### config.mk
export PLATFORM = sky130hd
export DESIGN_NAME = btn_trigger_gen
export DESIGN_NICKNAME = d
export VERILOG_FILES = /design/src/rtl/btn_trigger_gen.sv
export SDC_FILE = /design/constraint.sdc
export NUM_CORES = 1
export LEC_CHECK = 0
export CORE_UTILIZATION = 50
export DETAILED_ROUTE_END_ITERATION = 7
export PLACE_DENSITY = 0.71
export SLEW_MARGIN = 10
export SYNTH_ARGS = -nofsm -noshare
export SYNTH_HDL_FRONTEND = slang
export SYNTH_SLANG_ARGS = --single-unit
### constraint.sdc
create_clock -name clk -period 3.9 [get_ports clk]
set_input_delay 0.78 -clock clk [delete_from_list [all_inputs] [get_ports clk]]
set_output_delay 0.78 -clock clk [all_outputs]
set_load 0.01 [all_outputs]
### src/rtl/btn_trigger_gen.sv
// Button front end: 2-flop sync, debounce FSM, single-cycle trigger and long-press pulses.
// Trigger rises DEBOUNCE_CYCLES+1 edges after btn_in is first sampled high; a press accepted while busy is dropped and counted.
module btn_trigger_gen #(
  parameter int unsigned DEBOUNCE_CYCLES   = 16,
  parameter int unsigned LONG_PRESS_CYCLES = 1024
) (
  input  logic       clk,
  input  logic       rstn,
  input  logic       btn_in,
  input  logic       busy,
  output logic       trig_pulse,
  output logic       long_pulse,
  output logic       btn_level,
  output logic [7:0] drop_cnt
);

  localparam int unsigned DB_W   = $clog2(DEBOUNCE_CYCLES);
  localparam int unsigned HOLD_W = $clog2(LONG_PRESS_CYCLES);

  localparam logic [DB_W-1:0]   DB_ONE    = DB_W'(1);
  localparam logic [DB_W-1:0]   DB_LAST   = DB_W'(DEBOUNCE_CYCLES - 1);
  localparam logic [HOLD_W-1:0] HOLD_ONE  = HOLD_W'(1);
  localparam logic [HOLD_W-1:0] HOLD_LAST = HOLD_W'(LONG_PRESS_CYCLES - 1);
  localparam logic [7:0]        DROP_MAX  = 8'hFF;

  typedef enum logic [1:0] {
    IDLE       = 2'd0,
    DB_PRESS   = 2'd1,
    PRESSED    = 2'd2,
    DB_RELEASE = 2'd3
  } state_t;

  logic              r_sync1;
  logic              r_sync2;
  logic              w_btn_s;
  state_t            r_state;
  logic [DB_W-1:0]   r_db_cnt;
  logic [HOLD_W-1:0] r_hold_cnt;
  logic              r_long_fired;
  logic              r_trig;
  logic              r_long;
  logic              r_level;
  logic [7:0]        r_drop_cnt;

  always_ff @(posedge clk or negedge rstn) begin
    if (!rstn) begin
      r_sync1 <= 1'b0;
      r_sync2 <= 1'b0;
    end else begin
      r_sync1 <= btn_in;
      r_sync2 <= r_sync1;
    end
  end

  assign w_btn_s = r_sync2;

  always_ff @(posedge clk or negedge rstn) begin
    if (!rstn) begin
      r_state      <= IDLE;
      r_db_cnt     <= '0;
      r_hold_cnt   <= '0;
      r_long_fired <= 1'b0;
      r_trig       <= 1'b0;
      r_long       <= 1'b0;
      r_level      <= 1'b0;
      r_drop_cnt   <= '0;
    end else begin
      r_trig <= 1'b0;
      r_long <= 1'b0;
      case (r_state)
        IDLE: begin
          if (w_btn_s) begin
            r_state  <= DB_PRESS;
            r_db_cnt <= DB_ONE;
          end
        end

        DB_PRESS: begin
          if (!w_btn_s) begin
            r_state  <= IDLE;
            r_db_cnt <= '0;
          end else if (r_db_cnt == DB_LAST) begin
            r_state    <= PRESSED;
            r_db_cnt   <= '0;
            r_hold_cnt <= '0;
            r_level    <= 1'b1;
            // busy only matters on this acceptance edge
            if (busy) begin
              if (r_drop_cnt != DROP_MAX) begin
                r_drop_cnt <= r_drop_cnt + 8'd1;
              end
            end else begin
              r_trig <= 1'b1;
            end
          end else begin
            r_db_cnt <= r_db_cnt + DB_ONE;
          end
        end

        PRESSED: begin
          // Hold counter parks at its last value so it can never wrap into a second long pulse
          if (r_hold_cnt == HOLD_LAST) begin
            if (!r_long_fired) begin
              r_long       <= 1'b1;
              r_long_fired <= 1'b1;
            end
          end else begin
            r_hold_cnt <= r_hold_cnt + HOLD_ONE;
          end
          if (!w_btn_s) begin
            r_state  <= DB_RELEASE;
            r_db_cnt <= DB_ONE;
          end
        end

        DB_RELEASE: begin
          if (w_btn_s) begin
            r_state  <= PRESSED;
            r_db_cnt <= '0;
          end else if (r_db_cnt == DB_LAST) begin
            r_state      <= IDLE;
            r_db_cnt     <= '0;
            r_level      <= 1'b0;
            r_long_fired <= 1'b0;
          end else begin
            r_db_cnt <= r_db_cnt + DB_ONE;
          end
        end

        default: begin
          r_state  <= IDLE;
          r_db_cnt <= '0;
          r_level  <= 1'b0;
        end
      endcase
    end
  end

  assign trig_pulse = r_trig;
  assign long_pulse = r_long;
  assign btn_level  = r_level;
  assign drop_cnt   = r_drop_cnt;

endmodule

# Word level (Yosys, flattened, before mapping)
# Index checks and enable logic that the tools add are counted.
[classes] add_sub_neg=3 eq_ne=16 mux=31 reduce_logical=10
[ops] cell="$mux W10" n=3
[ops] cell="$mux W4" n=5
[ops] cell="$pmux W10 S2" n=1
[ops] cell="$ne A2 B2 Y1 const B" n=8
[ops] cell="$pmux W4 S4" n=1
[ops] cell="$mux W1" n=12
[ops] cell="$mux W2" n=6
[ops] cell="$reduce_and A4 Y1" n=3
[ops] cell="$add A10 B1 Y10 const B" n=1
[ops] cell="$eq A10 B10 Y1 const B" n=1
[ops] cell="$reduce_and A5 Y1" n=2
[ops] cell="$add A8 B1 Y8 const B" n=1
[ops] cell="$ne A8 B8 Y1 const B" n=1
[ops] cell="$pmux W2 S4" n=1
[ops] cell="$ne A3 B3 Y1 const B" n=2
[ops] cell="$reduce_bool A2 Y1" n=3
[ops] cell="$add A4 B1 Y4 const B" n=1
[ops] cell="$eq A2 B2 Y1 const B" n=2
[ops] cell="$eq A4 B4 Y1 const B" n=1
[ops] cell="$pmux W1 S2" n=2
[ops] cell="$eq A2 B1 Y1 const B" n=1
[ops] cell="$logic_not A2 Y1" n=1
[ops] cell="$reduce_and A2 Y1" n=1
[word_totals] register_bits=30 in_bits=4 out_inout_bits=11 elab_cells=70

# Logic depth before layout (Yosys ltp)
[logic_depth] word_depth=4 mapped_depth=6 depth_no_buf=5

# Worst setup path before layout
# OpenSTA, ideal clock, no wires.
[synth_path] path_kind="register to register" from="register r_db_cnt[0]" to="register r_drop_cnt[1] (netlist: drop_cnt[1])" setup_time_ps=128 t_arrival_ps=1600 required_ps=3772 path_slack_ps=2172 path_stages_with_launch=7 n_path_buf=1 period_less_slack_ps=1728 cell_sequence="dfrtp_1 ha_1 and4_1 buf_6 nand3_4 a31oi_1 mux2_1"
[synth_via] elab_chain_cells=2
[synth_lines] item="from (decl)" line="37" text="logic [DB_W-1:0] r_db_cnt;"
[synth_lines] item="from (signal assigned)" line="96" text="r_db_cnt <= r_db_cnt + DB_ONE;"
[synth_lines] item="from (signal assigned)" line="126" text="r_db_cnt <= r_db_cnt + DB_ONE;"
[synth_lines] item="$eq A4 B4 Y1" line="82" text="end else if (r_db_cnt == DB_LAST) begin"
[synth_lines] item="$reduce_and A5 Y1 (no line)"
[synth_lines] item="to (signal assigned)" line="90" text="r_drop_cnt <= r_drop_cnt + 8'd1;"
[synth_lines] item="to (decl)" line="43" text="logic [7:0] r_drop_cnt;"
# Every way passes these cells.
# A chain may end at the register's enable or synchronous reset.

# Worst setup path after layout
[layout_path] from="register r_drop_cnt[7] (netlist: drop_cnt[7])" to="output port drop_cnt[7]"
[layout_rtl] item="to (decl)" line="14" text="output logic [7:0] drop_cnt"
# No word-level cell between the ends.

==> impl_metrics.tcl <==
set metrics [dict create \
    num_rows 19 \
    viasPerCell 5.964 \
    crit_path_end_kind "output port" \
    cts_tree "yes" \
    clk_pin_slew_ns 0.10 \
    die_area_mm2 0.003278 \
    hold_buffers 0 \
    synth_edf_count 0 \
    ant_nets 0 \
    postPlaceCellArea_mm2 0.001677 \
    routedWlPerCell_um 14.24 \
    drt-initial-drc-count 21 \
    p_per_area_mw_per_mm2 310.2 \
    fin_crit_sh_pct 57.58 \
    ff2ff_setup_slack_ns 1.84 \
    hold_class "flip-flop to flip-flop" \
    clock_sinks 30 \
    rsz0062_at_grt "false" \
    grt_pass1_vias 1073 \
    yosys_warnings 0 \
    worstPathRequired_ns 3.12 \
    htreeDepth 2 \
    drive_gt1_share_pct 9.877 \
    dpl.hpwl_um 1940 \
    vias 1151 \
    r2r_start "r_db_cnt[0]$_DFFE_PN0P_" \
    ys_seq_area_share_pct 49.18 \
    worst_pin_slew_ns 0.5812 \
    slew_violations 0 \
    synthArstFlopShare_pct 100.0 \
    ir_drop_uv 243.0 \
    worst-setup-path-type "flip-flop to output port" \
    fmax_mhz 445.3 \
    cts_max_path_buffers 2 \
    syn_area_per_cell_um2 10.53 \
    clock_latency_ns 0.33 \
    start_util_pct 53.96 \
    final_common_cell "dfrtp_1" \
    cts_resized 0 \
    root_buffer "clkbuf_4" \
    p_total_uw 538.7 \
    coreArea_mm2 0.002829 \
    grt_max_degree 31 \
    area_growth_syn_to_layout_pct 13.77 \
    finalHoldViolCount 0 \
    timing.rr.end "drop_cnt[1]$_DFFE_PN0P_" \
    path_max_fanout 8 \
    fin_area_mm2 0.001737 \
    syn_area_mm2 0.001526 \
    totalWireLength_um 2748 \
    critPathBufInv 1 \
    first_pass_iters 6 \
    overflow 0 \
    place_congestion 0.7960 \
    violations "DRC" \
    synth_seq_cells 30 \
    start_kind "flip-flop" \
    setup_tns_ns 0 \
    relSlewSlack_pct 61.17 \
    worstHoldStart "r_sync1$_DFF_PN0_" \
    grt_antenna_before_repair 0 \
    grt_usage_pct 19.91 \
    layout_common_cells "30 x dfrtp_1, 16 x nand2_1, 14 x clkdlybuf4s50_1" \
    ff2ff_path_depth 5 \
    grt_pass1_wl_um 4905 \
    cap_violations 0 \
    nets 168 \
    num_antenna_cells 0 \
    syn_inst 145 \
    power_leakage_nw 0.8257 \
    synthDistinctLibCells 45 \
    drc 2 \
    crit_path_cell_trace "clkdlybuf4s50_1" \
    die_h_um 57.26 \
    cts_buffers 5 \
    arrival_ns 1.47 \
    postCtsSetupRepairBufs 0 \
    ys.flop_type "dfrtp_1" \
    syn_nets 152 \
    die_w_um 57.26 \
    setup_violations 0 \
    numPortBuffers 14 \
    cpPeakStageDelay_ns 0.60 \
    status "complete, but fails checks" \
    hold_path_end "r_sync2$_DFF_PN0_" \
    min_period_ns 2.246 \
    crit_path_top_delay_cell "clkdlybuf4s50_1" \
    ios 15 \
    path_delay_family "buffers and inverters" \
    holdPathStages 0 \
    skew_ns 0.01176 \
]
==> synth_stat cells (4+ instances only) <==
cell | count | share of area (%)
nand3_1 | 10 | 3.3
dfrtp_1 | 30 | 49
and3_1 | 5 | 2.0
nand4_1 | 4 | 1.6
xor2_1 | 7 | 4.0
o21ai_0 | 5 | 1.6
a21oi_1 | 7 | 2.3
nand2_1 | 16 | 3.9
a31oi_1 | 5 | 2.0
nor2_1 | 8 | 2.0
==> layout make-up <==
type	count	area [um2]
well taps	31	38.79
clock buffers	7	55.05
repair buffers	15	147.6
multi-input cells	108	735.7
clock inverters	1	5.005
inverters	1	3.754
fillers	242	1092
flip-flops and latches	30	750.7
==> metrics by stage <==
| step | util [%] | std cells | hold slack, ns | setup slack, ns |
|---|---|---|---|---|
| 2_1_floorplan | - | 145 | 0.3312 | 2.172 |
| 3_3_place_gp | 59.27 | 185 | 0.3403 | 1.752 |
| 3_5_place_dp | 59.27 | 185 | 0.3396 | 1.683 |
| 4_1_cts | 61.39 | 193 | 0.3614 | 1.632 |
| 5_1_grt | 61.39 | 193 | 0.3650 | 1.593 |
| 6_report | 61.39 | 193 | 0.3593 | 1.654 |
==> worst max path at each step <==
stage	from	to	cells past startpoint
2_1_floorplan	r_db_cnt[0]$_DFFE_PN0P_	drop_cnt[1]$_DFFE_PN0P_	6
6_report	drop_cnt[7]$_DFFE_PN0P_	drop_cnt[7]	1
3_3_place_gp	busy	drop_cnt[1]$_DFFE_PN0P_	4
5_1_grt	drop_cnt[7]$_DFFE_PN0P_	drop_cnt[7]	1
3_5_place_dp	busy	drop_cnt[1]$_DFFE_PN0P_	4
4_1_cts	drop_cnt[7]$_DFFE_PN0P_	drop_cnt[7]	1
==> metal layers <==
layer  vias to the layer above  share of wire (%)  global-route usage [%]
met5                         -                  0                       0
met4                         0                2.5                   12.20
met3                        10                3.0                   5.215
met2                        15                 45                   29.08
met1                       561                 50                   26.60
li1                        565                  -                       -
==> cells by family after synthesis <==
family	share of synthesized area [%]
and+or+nand+nor	20.00
AOI/OAI and AO/OA	19.02
DFF	49.18
xor gates and xnor gates	4.590
buffers and inverters	2.623
muxes	2.131
adders and majority gates	2.459
==> sequential cells by signal (all words and copies together) (netlist names), named ones only <==
| signal | flops |
|---|---|
| r_hold_cnt | 10 |
| drop_cnt | 8 |
| r_db_cnt | 4 |
| btn_level | 1 |
| long_pulse | 1 |
| r_long_fired | 1 |
| r_state | 1 |
| r_sync1 | 1 |
| r_sync2 | 1 |
| trig_pulse | 1 |
==> power breakdown <==
part           total (mW)  leakage, nW  switching [mW]  internal, mW
logic              0.0251        0.387          0.0143        0.0108
clock network       0.190       0.0353           0.103        0.0873
registers           0.323        0.404         0.00725         0.316
==> worst reg2reg max path, cell delays in order, from the launching register on <==
cell and delay (ns):
dfrtp_1 0.42, ha_1 0.27, and4_1 0.48, nand3_4 0.15, a31oi_1 0.28, mux2_1 0.36
No activity file was read; power rests on OpenSTA's default activity.
